### src/rtl/mha_pkg.sv
// Shared definitions for the MHA stages: scheduler state encoding,
// address map defaults and a counter-width helper.
package mha_pkg;

  typedef enum logic [2:0] {
    ST_IDLE     = 3'd0,
    ST_LOAD_Q   = 3'd1,
    ST_STREAM_K = 3'd2,
    ST_DRAIN    = 3'd3,
    ST_DONE     = 3'd4
  } mha_state_e;

  localparam int unsigned MHA_Q_BASE      = 32'h0000_0000;
  localparam int unsigned MHA_K_BASE      = 32'h0000_3000;
  localparam int unsigned MHA_BANK_STRIDE = 32'h0000_0300;

  // $clog2 of 1 is 0; counters always need at least one bit.
  function automatic int cnt_width(input int n);
    return (n > 1) ? $clog2(n) : 1;
  endfunction

endpackage

### src/rtl/bank_addr_gen.sv
// Expands one token counter into per-bank addresses:
// slice gi = BASE + gi*STRIDE + counter, all at ADDR_W bits.
module bank_addr_gen #(
  parameter int          N_BANK = 16,
  parameter int          ADDR_W = 32,
  parameter int          CNT_W  = 10,
  parameter int unsigned BASE   = 32'h0,
  parameter int unsigned STRIDE = 32'h300
) (
  input  logic [CNT_W-1:0]         i_cnt,
  output logic [N_BANK*ADDR_W-1:0] o_addr_bus
);

  genvar gi;
  generate
    for (gi = 0; gi < N_BANK; gi++) begin : g_bank
      localparam logic [ADDR_W-1:0] SLICE_BASE = ADDR_W'(BASE + gi * STRIDE);
      assign o_addr_bus[gi*ADDR_W +: ADDR_W] = SLICE_BASE + ADDR_W'(i_cnt);
    end
  endgenerate

endmodule

### src/rtl/qk_score_sched.sv
// QK score read scheduler: for each query row, one Q read followed by a
// stream of N_TOK K reads, then a fixed drain before signalling done.
module qk_score_sched
  import mha_pkg::*;
#(
  parameter int          N_TOK       = 729,
  parameter int          N_BANK      = 16,
  parameter int          ADDR_W      = 32,
  parameter int unsigned Q_BASE      = MHA_Q_BASE,
  parameter int unsigned K_BASE      = MHA_K_BASE,
  parameter int unsigned BANK_STRIDE = MHA_BANK_STRIDE,
  parameter int          PIPE_LAT    = 19
) (
  input  logic                     clk,
  input  logic                     reset,
  input  logic                     start,
  input  logic                     ready,
  output logic                     busy,
  output logic                     q_rd_en,
  output logic [N_BANK*ADDR_W-1:0] q_addr_bus,
  output logic                     k_rd_en,
  output logic [N_BANK*ADDR_W-1:0] k_addr_bus,
  output logic                     row_first,
  output logic                     row_last,
  output logic                     done
);

  localparam int CNT_W = cnt_width(N_TOK);
  localparam int DR_W  = cnt_width(PIPE_LAT);
  localparam logic [CNT_W-1:0] LAST_TOK = CNT_W'(N_TOK - 1);
  localparam logic [DR_W-1:0]  LAST_DR  = DR_W'(PIPE_LAT - 1);

  mha_state_e       r_state;
  logic [CNT_W-1:0] r_i;
  logic [CNT_W-1:0] r_j;
  logic [DR_W-1:0]  r_drain;
  logic             r_busy;
  logic             r_q_rd_en;
  logic             r_done;
  logic             w_k_rd_en;

  // K reads fire in the same cycle the array is ready, so this stays combinational.
  assign w_k_rd_en = (r_state == ST_STREAM_K) && ready;

  always_ff @(posedge clk or posedge reset) begin
    if (reset) begin
      r_state   <= ST_IDLE;
      r_i       <= '0;
      r_j       <= '0;
      r_drain   <= '0;
      r_busy    <= 1'b0;
      r_q_rd_en <= 1'b0;
      r_done    <= 1'b0;
    end else begin
      case (r_state)
        ST_IDLE, ST_DONE: begin
          if (start) begin
            r_state   <= ST_LOAD_Q;
            r_i       <= '0;
            r_j       <= '0;
            r_drain   <= '0;
            r_busy    <= 1'b1;
            r_q_rd_en <= 1'b1;
            r_done    <= 1'b0;
          end
        end
        ST_LOAD_Q: begin
          r_state   <= ST_STREAM_K;
          r_q_rd_en <= 1'b0;
        end
        ST_STREAM_K: begin
          if (w_k_rd_en) begin
            if (r_j == LAST_TOK) begin
              r_j <= '0;
              if (r_i != LAST_TOK) begin
                r_i       <= r_i + CNT_W'(1);
                r_state   <= ST_LOAD_Q;
                r_q_rd_en <= 1'b1;
              end else begin
                r_state <= ST_DRAIN;
                r_drain <= '0;
              end
            end else begin
              r_j <= r_j + CNT_W'(1);
            end
          end
        end
        ST_DRAIN: begin
          if (r_drain == LAST_DR) begin
            r_state <= ST_DONE;
            r_busy  <= 1'b0;
            r_done  <= 1'b1;
          end else begin
            r_drain <= r_drain + DR_W'(1);
          end
        end
        default: begin
          r_state   <= ST_IDLE;
          r_busy    <= 1'b0;
          r_q_rd_en <= 1'b0;
          r_done    <= 1'b0;
        end
      endcase
    end
  end

  assign busy      = r_busy;
  assign q_rd_en   = r_q_rd_en;
  assign done      = r_done;
  assign k_rd_en   = w_k_rd_en;
  assign row_first = w_k_rd_en && (r_j == '0);
  assign row_last  = w_k_rd_en && (r_j == LAST_TOK);

  bank_addr_gen #(
    .N_BANK (N_BANK),
    .ADDR_W (ADDR_W),
    .CNT_W  (CNT_W),
    .BASE   (Q_BASE),
    .STRIDE (BANK_STRIDE)
  ) u_q_addr (
    .i_cnt      (r_i),
    .o_addr_bus (q_addr_bus)
  );

  bank_addr_gen #(
    .N_BANK (N_BANK),
    .ADDR_W (ADDR_W),
    .CNT_W  (CNT_W),
    .BASE   (K_BASE),
    .STRIDE (BANK_STRIDE)
  ) u_k_addr (
    .i_cnt      (r_j),
    .o_addr_bus (k_addr_bus)
  );

endmodule
### config.mk
export PLATFORM = sky130hd
export DESIGN_NAME = qk_score_sched
export DESIGN_NICKNAME = d
export VERILOG_FILES = /design/src/rtl/mha_pkg.sv /design/src/rtl/bank_addr_gen.sv /design/src/rtl/qk_score_sched.sv
export SDC_FILE = /design/constraint.sdc
export NUM_CORES = 1
export LEC_CHECK = 0
export CORE_AREA = 3 3 404 406
export CTS_CLUSTER_DIAMETER = 80
export DETAILED_ROUTE_END_ITERATION = 7
export DIE_AREA = 0 0 407 409
export GPL_TIMING_DRIVEN = 0
export PLACE_DENSITY = 0.35
export SLEW_MARGIN = 20
export SYNTH_ARGS = -nofsm -noshare
export SYNTH_HDL_FRONTEND = slang
export SYNTH_SLANG_ARGS = --single-unit
### constraint.sdc
create_clock -name clk -period 2.6 [get_ports clk]
set_input_delay 0.52 -clock clk [delete_from_list [all_inputs] [get_ports clk]]
set_output_delay 0.52 -clock clk [all_outputs]
set_load 0.01 [all_outputs]
Word level (Yosys, flattened, before mapping) --
Index checks and enable logic that the tools add are counted.
Word-level totals: flip-flop bits (word level) 31, input bits 4, output and inout port bits 1030
Operators by class: $add $sub $neg 34, equal/unequal tests 14, multiplexer cells 30, bitwise gates (word level) 2, reduce and logical (&&, ||, !) cells 15
Operator list (number):
- adder 14 x 10 -> 15 bit (first input constant) | 11
- adder 15 x 10 -> 16 bit (first input constant) | 10
- adder 13 x 10 -> 14 bit (first input constant) | 5
- 2-to-1 mux 10 bit | 6
- one-hot mux 10 bit (2 select lines) | 2
- adder 12 x 10 -> 13 bit (first input constant) | 3
- 2-to-1 mux 5 bit | 5
- adder 10 x 1 -> 10 bit (second input constant) | 2
- one-hot mux 5 bit (3 select lines) | 1
- adder 11 x 10 -> 12 bit (first input constant) | 1
- 2-to-1 mux 3 bit | 4
- one-hot mux 3 bit (4 select lines) | 1
- adder 10 x 10 -> 11 bit (first input constant) | 1
- equality test 10 bit (second input constant) | 1
- zero test 10 bit | 1
- inequality test 10 bit (second input constant) | 1
- inequality test 2 bit (second input constant) | 5
- AND reduction 5 bit | 2
- one-hot mux 1 bit (3 select lines) | 3
- 2-to-1 mux 1 bit | 7
- equality test 3 x 2 -> 1 bit (second input constant) | 2
- AND reduction 3 bit | 2
- AND reduction 6 bit | 1
- adder 5 x 1 -> 5 bit (second input constant) | 1
- 12 further kinds | 17

Logic depth before layout (Yosys ltp) --
Gate-level depths: netlist (run 1).
depth after elaboration 5, gate-level depth with buffers 8, gate-level depth less buffers 7

Modules after synthesis --
From an unflattened synthesis (run 1), not the netlist that was laid out.
Unflattened totals: cell total of the unflattened synthesis 1238, area, all modules 9623.0 µm²
Modules (own cells, without submodules):
- bank_addr_gen | times used 2, cells an instance 515, area an instance 3860.0 µm², sequential area each 0.0 µm²
- qk_score_sched | times used 1, cells an instance 208, area an instance 1903.1 µm², sequential area each 775.7 µm²

Worst setup path after synthesis (run 1) --
No wires, ideal clock.
kind reg2reg, from register r_j[8], to register r_i[6], setup time 127 ps, arrival 2212 ps, slack 261 ps, stages on the path, launching flop included 9, buffers on the path 1, period minus slack after synthesis 2339 ps, path through dfrtp_1 > inv_1 > ha_1 > and4_1 > and3_1 > buf_2 > and2_1 > o21ai_2 > a221o_2
On the way: longest elaborated chain between the ends 3
Ends and longest elaborated chain:
- start: declaration | line qk_score_sched.sv:35 | logic [CNT_W-1:0] r_j;
- start signal: assignment | line qk_score_sched.sv:84 | r_j <= r_j + CNT_W'(1);
- equality test 10 bit | line qk_score_sched.sv:73 | if (r_j == LAST_TOK) begin
- inequality test 2 x 1 -> 1 bit (no line)
- AND reduction 5 bit (no line)
- end signal: assignment | line qk_score_sched.sv:76 | r_i <= r_i + CNT_W'(1);
- end: declaration | line qk_score_sched.sv:34 | logic [CNT_W-1:0] r_i;
No other way between the ends. A chain may end at the register's enable or synchronous reset.

Worst setup path after layout (run 1) --
from register r_j[8], to output k_addr_bus[297]
On the way: longest elaborated chain between the ends 1
Ends and longest elaborated chain:
- adder 15 x 10 -> 16 bit | line bank_addr_gen.sv:18 | assign o_addr_bus[gi*ADDR_W +: ADDR_W] = SLICE_BASE + ADDR_W'(i_cnt);
- end: declaration | line qk_score_sched.sv:22 | output logic [N_BANK*ADDR_W-1:0] k_addr_bus,
No other way between the ends.

==> out/results.ini, run 1 <==
[outcome]
status=finished, final reports clean

[timing]
rsz0062_at_grt=yes
finalHoldViolCount=0
tightest_slew_ns=0.8406
setup_ws_ns=0.06681
holdWs_ns=0.4946
max_freq_mhz=394.8
setup_viol=0
finalCriticalPeriod_ns=2.533
finalCritPeriodShare_pct=97.43
skew_ns=0.007205
relSlewSlack_pct=43.96
drv_slew=0
fin_setup_tns_ns=0

[cts]
insertion_delay_ns=0.28
clk_pin_slew_ns=0.06
clockBufferDepth=2
htree_levels=2
numCtsBuffers=5
cts-root-buf=clkbuf_16
hold_buffers=0
cts_tree=done
cts_sinks=31

[power]
internal_power_mw=3.286
ir_drop_mv=0.3097
power.share.clock_pct=14.0
switching_share_pct=39.92
power_density_mw_per_mm2=291.3
seq_power_share_pct=15.4
power_mw=5.469
p_leak_nw=9.829
switching_power_mw=2.183
combPwrFrac_pct=70.6

[drt]
vias=7765
wl_per_cell_um=8.287
via_per_inst=1.756
drc_errors=0
wl_um=36650
postRouteAntennaNets=0
drt_iter0_drc=152
first_pass_iters=4

[floorplan]
die_w_um=407
ios=1034
die_h_um=409
die-area_mm2=0.1665
rows=147
initial_core_util_pct=5.863
core_mm2=0.1602

[logic_synthesis]
synth_top_area_cell=buf_4
synth_fa_ha_area_share_pct=1.732
avgSynthCellArea_um2=7.801
synth_xor_area_share_pct=0.6527
ys_seq_elements=31
synth_cells=1204
netlist_area_mm2=0.009393
synth_mux_area_share_pct=0.3330
synth_cell_types=43
yosysSeqAreaShare_pct=8.259
synth_simple_gate_area_share_pct=5.595
synth_edf_count=0
synthArstFlopShare_pct=100.0
ys_top_cells_by_area=buf_4, dfrtp_1, ha_1
synth_compound_area_share_pct=3.224
synth_top_cell_area_share_pct=78.97
synth_top_family_by_area=buffers and inverters
yosys_most_used_dff=dfrtp_1
yosysWarnings=0

[finish]
post_route_cells_drive_above_1_share_pct=47.30
area_growth_pct=99.87
fin_cells=4423
num-nets-final=2278
nFillCells=18590

[global_route]
grt_overflow=0
grt_pass1_wl_um=46280
antenna_found_initial=2
grt_max_degree=24
grt_pass1_vias=6326
grt.total_usage_pct=3.810

[worst_hold_path]
min_from=r_drain[4]
hold_depth=1
min_to=r_drain[4]
hp-class=reg -> reg

[worst_setup_path]
r2r.worst_path.cells=7
cpPeakStageDelay_ns=0.53
crit_required_ns=2.08
cp_cell_sequence=clkinvlp_4 -> ha_2 -> inv_2 -> buf_4 -> clkdlybuf4s50_1
r2r_start=r_i[8]
rr_endpoint=r_drain[1]
r2r_setup_slack_ns=0.20
cp.arrival_ns=2.01
start_kind=flop
crit_type=reg -> out
crit_slowest_cell=clkdlybuf4s50_1
critPathMaxFanout=5
endpoint_kind=primary output

[place]
gp_congestion=0.6896
placed_cells=4396
portBuffers=375
dp_slack_ns=-0.7411
hpwl_um=32150

[job]
cap_violations=0

[cell usage in the layout (no fill, tap or decap), types with 3 or more instances in the layout]
cell type        netlist  routed
buf_4                988    1005
conb_1                 2     658
clkdlybuf4s50_1        0     368
nor2_1                23      22
nand2_1               15      15
nand3_1               14      14
dfrtp_2                0      14
o21ai_0               12      12
inv_1                 20      11
dfrtp_1               31      11
and3_1                 9       9
ha_1                  13       7
clkbuf_1               5       6
a21oi_1                6       6
dfrtp_4                0       6
a221o_2                5       5
a31oi_1                5       5
xnor2_1                5       5
clkinvlp_4             0       5
clkbuf_16              0       5
dlygate4sd2_1          0       5
nand2b_1               4       4
nor3_1                 4       4
inv_2                  0       4
ha_2                   0       4
buf_2                  3       3
and4_1                 4       3
nor4_1                 3       3
a32o_1                 3       3
[sequential cells by signal (all words and copies together) (netlist names)]
name and cells:
r_i 10, r_j 10, r_drain 5, r_state 3, busy 1, done 1, q_rd_en 1
[worst max path at each step]
| stage | slack, ns | startpoint | cells past startpoint | end |
|---|---|---|---|---|
| after global routing | -0.02 | r_j[1] | 6 | row_last |
| after global placement | -0.70 | r_i[8] | 5 | q_addr_bus[297] |
| after floorplan | 0.26 | r_j[8] | 8 | r_i[6] |
| after CTS | 0.007 | r_j[8] | 5 | k_addr_bus[297] |
| after detailed placement | -0.74 | r_i[8] | 5 | q_addr_bus[297] |
| final | 0.07 | r_j[8] | 5 | k_addr_bus[297] |
[synth_stat cells (5+ instances only)]
library cell / n
a21oi_1: 6
a221o_2: 5
a31oi_1: 5
and3_1: 9
buf_4: 988
clkbuf_1: 5
dfrtp_1: 31
ha_1: 13
inv_1: 20
nand2_1: 15
nand3_1: 14
nor2_1: 23
o21ai_0: 12
xnor2_1: 5
[final cells by class]
cell class	instances	area, µm²	area share (%)
antenna	1	2.502	0.01333
inverter	20	93.84	0.4999
sequential	31	815.8	4.346
clock inverter	2	60.06	0.3199
clock buffer	6	128.9	0.6865
multi-input combinational	813	3610	19.23
tap	2160	2703	14.40
timing repair buffer	394	3909	20.82
buffer	996	7451	39.69
[layer usage]
layer | vias to the layer above | part of all wire (%) | global-route usage, %
li1 | 4205 | - | -
met4 | 0 | 0.38 | 0.3518
met5 | - | 0 | 0
met2 | 435 | 63 | 8.905
met3 | 10 | 7.9 | 0.6921
met1 | 3115 | 29 | 3.190
[cell families (layout without fill, tap and decap cells)]
logic type | after synthesis | in the layout
AOI/OAI and AO/OA | 40 | 40
xor gates and xnor gates | 7 | 7
buffers and inverters | 1016 | 1418
other | 2 | 659
and+or+nand+nor | 92 | 92
adders and majority gates | 13 | 13
muxes | 3 | 3
DFF | 31 | 31
[worst max-delay path, delay by kind of cell, from the launching register on]
kind	cells	cell delay [ns]
buffers and inverters	4	0.90
adder cells (fa/ha/maj)	1	0.34
flip-flops	1	0.49
[metrics by stage]
stage,utilization (%),instance area (µm²)
after detailed placement,11.44,18330
after global placement,11.43,18310
after floorplan,-,11860
after global routing,11.72,18770
final,11.72,18770
after CTS,11.71,18750
[what timing repair did]
item	4_1_cts	5_1_grt
setup endpoints to repair	190	25
setup buffers	17	1
pin swaps	3	1
resized for setup	53	3
[power groups by stage]
stage	Clock (mW)	Combinational (mW)	Sequential [mW]
after global routing	0.814	4.18	0.886
final	0.768	3.86	0.841
after detailed placement	0	3.75	0.880
after global placement	0	3.76	0.878
after floorplan	0	2.47	0.761
after CTS	0.795	3.80	0.873
No activity file was read; power rests on OpenSTA's default activity.
==> run 2: changes to the inputs <==
- SKIP_CTS_REPAIR_TIMING: default -> 1
==> out/results.ini, run 2 (synthesized netlist as in run 1, its figures left out) <==
[power]
ir_drop_mv=0.3152  ; was 0.3097 mV
power_mw=5.472  ; was 5.469 mW
switching_share_pct=39.92  ; about the same
combPwrFrac_pct=70.5  ; was 70.6%
internal_power_mw=3.287  ; was 3.286 mW
seq_power_share_pct=15.5  ; was 15.4%
power_density_mw_per_mm2=289.4  ; was 291.3 mW/mm²
power.share.clock_pct=14.0  ; about the same
p_leak_nw=10.06  ; was 9.829 nW
switching_power_mw=2.184  ; was 2.183 mW

[timing]
fin_setup_tns_ns=0  ; unchanged
drv_slew=0  ; unchanged
rsz0062_at_grt=yes  ; unchanged
tightest_slew_ns=0.7046  ; was 0.8406 ns
finalHoldViolCount=0  ; unchanged
setup_viol=0  ; unchanged
relSlewSlack_pct=52.88  ; was 43.96%
skew_ns=0.007613  ; was 0.007205 ns
finalCritPeriodShare_pct=97.17  ; was 97.43%
finalCriticalPeriod_ns=2.526  ; was 2.533 ns
max_freq_mhz=395.8  ; was 394.8 MHz

[worst_setup_path]
crit_type=reg -> out  ; unchanged
cpPeakStageDelay_ns=0.48  ; was 0.53 ns
path_depth=5  ; unchanged
r2r_setup_slack_ns=0.18  ; was 0.20 ns
crit_slowest_cell=dfrtp_4  ; was clkdlybuf4s50_1
rr_endpoint=r_i[1]  ; was r_drain[1]
r2r.worst_path.cells=8  ; was 7
critPathCapture=k_addr_bus[425]  ; was k_addr_bus[297]
crit_required_ns=2.08  ; about the same
r2r_start=r_j[8]  ; was r_i[8]
cp_cell_sequence=clkinvlp_4 -> ha_4 -> inv_2 -> buf_4 -> clkdlybuf4s50_1  ; was clkinvlp_4 -> ha_2 -> inv_2 -> buf_4 -> clkdlybuf4s50_1
critical_path_buf_inv_count=4  ; unchanged
critPathMaxFanout=8  ; was 5
cp_top_family=buffers and inverters  ; unchanged
setup.worst_path.start=r_j[9]  ; was r_j[8]
start_kind=flop  ; unchanged
endpoint_kind=primary output  ; unchanged
cp.arrival_ns=2.01  ; about the same

[cts]
htree_levels=2  ; unchanged
clockBufferDepth=2  ; unchanged
clk_pin_slew_ns=0.06  ; about the same
insertion_delay_ns=0.28  ; about the same
cts-root-buf=clkbuf_16  ; unchanged
cts_sinks=31  ; unchanged
cts_tree=done  ; unchanged
numCtsBuffers=5  ; unchanged

[floorplan]
initial_core_util_pct=5.863  ; unchanged
die_h_um=409  ; unchanged
ios=1034  ; unchanged
die-area_mm2=0.1665  ; unchanged
core_mm2=0.1602  ; unchanged
rows=147  ; unchanged
die_w_um=407  ; unchanged

[drt]
first_pass_iters=4  ; unchanged
postRouteAntennaNets=0  ; unchanged
vias=7809  ; was 7765
drc_errors=0  ; unchanged
via_per_inst=1.761  ; was 1.756
wl_per_cell_um=8.076  ; was 8.287 µm
drt_iter0_drc=161  ; was 152
wl_um=35810  ; was 36650 µm

[global_route]
grt_pass1_wl_um=44710  ; was 46280 µm
antenna_found_initial=3  ; was 2
grt.total_usage_pct=3.645  ; was 3.810%
grt_max_degree=24  ; unchanged
grt_overflow=0  ; unchanged
grt_pass1_vias=6229  ; was 6326

[finish]
nFillCells=18580  ; was 18590
area_growth_pct=101.3  ; was 99.87%
final_common_cell=buf_4  ; unchanged
top_regs=r_i x10, r_j x10, r_drain x5  ; unchanged
num-nets-final=2288  ; was 2278
final_cell_mix=buf_4, conb_1, clkdlybuf4s50_1  ; unchanged
final-seq-area_um2=815.8  ; unchanged
multi_input_area_mm2=0.003616  ; was 0.003610 mm²
post_route_cells_drive_above_1_share_pct=47.76  ; was 47.30%

[place]
gp_congestion=0.6896  ; unchanged
hpwl_um=32150  ; unchanged
portBuffers=375  ; unchanged

[job]
cap_violations=0  ; unchanged

[worst_hold_path]
hp-class=reg -> reg  ; unchanged

[outcome]
status=finished, final reports clean  ; unchanged

## run 2: cell count changes in the layout (fill, tap and decap cells not counted), sizes merged
cell,previous run,this run
dlymetal6s2s,0,15
clkdlybuf4s15,1,0
dlygate4sd2,5,0
buf,1011,1025
diode,1,2
clkdlybuf4s50,368,355
## run 2: worst min path at each step
stage	endpoint	depth (start not counted)	from
after floorplan	r_drain[4]	1	r_drain[4]
after global placement	r_drain[4]	1	r_drain[4]
after detailed placement	r_drain[4]	1	r_drain[4]
after CTS	r_drain[4]	1	r_drain[4]
after global routing	r_drain[4]	1	r_drain[4]
final	r_drain[4]	1	r_drain[4]
## run 2: final cells by class
type / instances / area share (%)
clock inverters: 2 / 0.3176
clock buffers: 6 / 0.6816
inverters: 20 / 0.5095
diodes: 2 / 0.02647
repair buffers: 404 / 21.33
plain buffers: 996 / 39.41
flip-flops and latches: 31 / 4.314
multi-input cells: 813 / 19.12
well taps: 2160 / 14.29
## run 2: routing by layer
layer  track usage [%]  routed length (µm)
met1             2.966                9969
met5                 0                   0
met2             8.595               22720
met3            0.6921                3002
met4            0.3518                 118
## run 2: power by group through the flow
stage,logic (mW),registers (mW),clock network [mW]
final,3.86,0.849,0.766
after global placement,3.76,0.878,0
after floorplan,2.47,0.761,0
after detailed placement,3.75,0.880,0
after CTS,3.75,0.874,0.795
after global routing,4.18,0.890,0.814
## run 2: per-stage QoR
step                      setup WS (ns)  instances  instance area (µm²)  utilization (%)  hold slack, ns
after floorplan                  0.2613       1860                11860                -          0.4444
after global placement          -0.7014       4395                18310            11.43          0.4719
after detailed placement        -0.7411       4396                18330            11.44          0.4820
after CTS                        -1.066       4404                18520            11.56          0.4933
after global routing           -0.02740       4432                18900            11.80          0.5331
final                           0.07364       4434                18910            11.80          0.4993
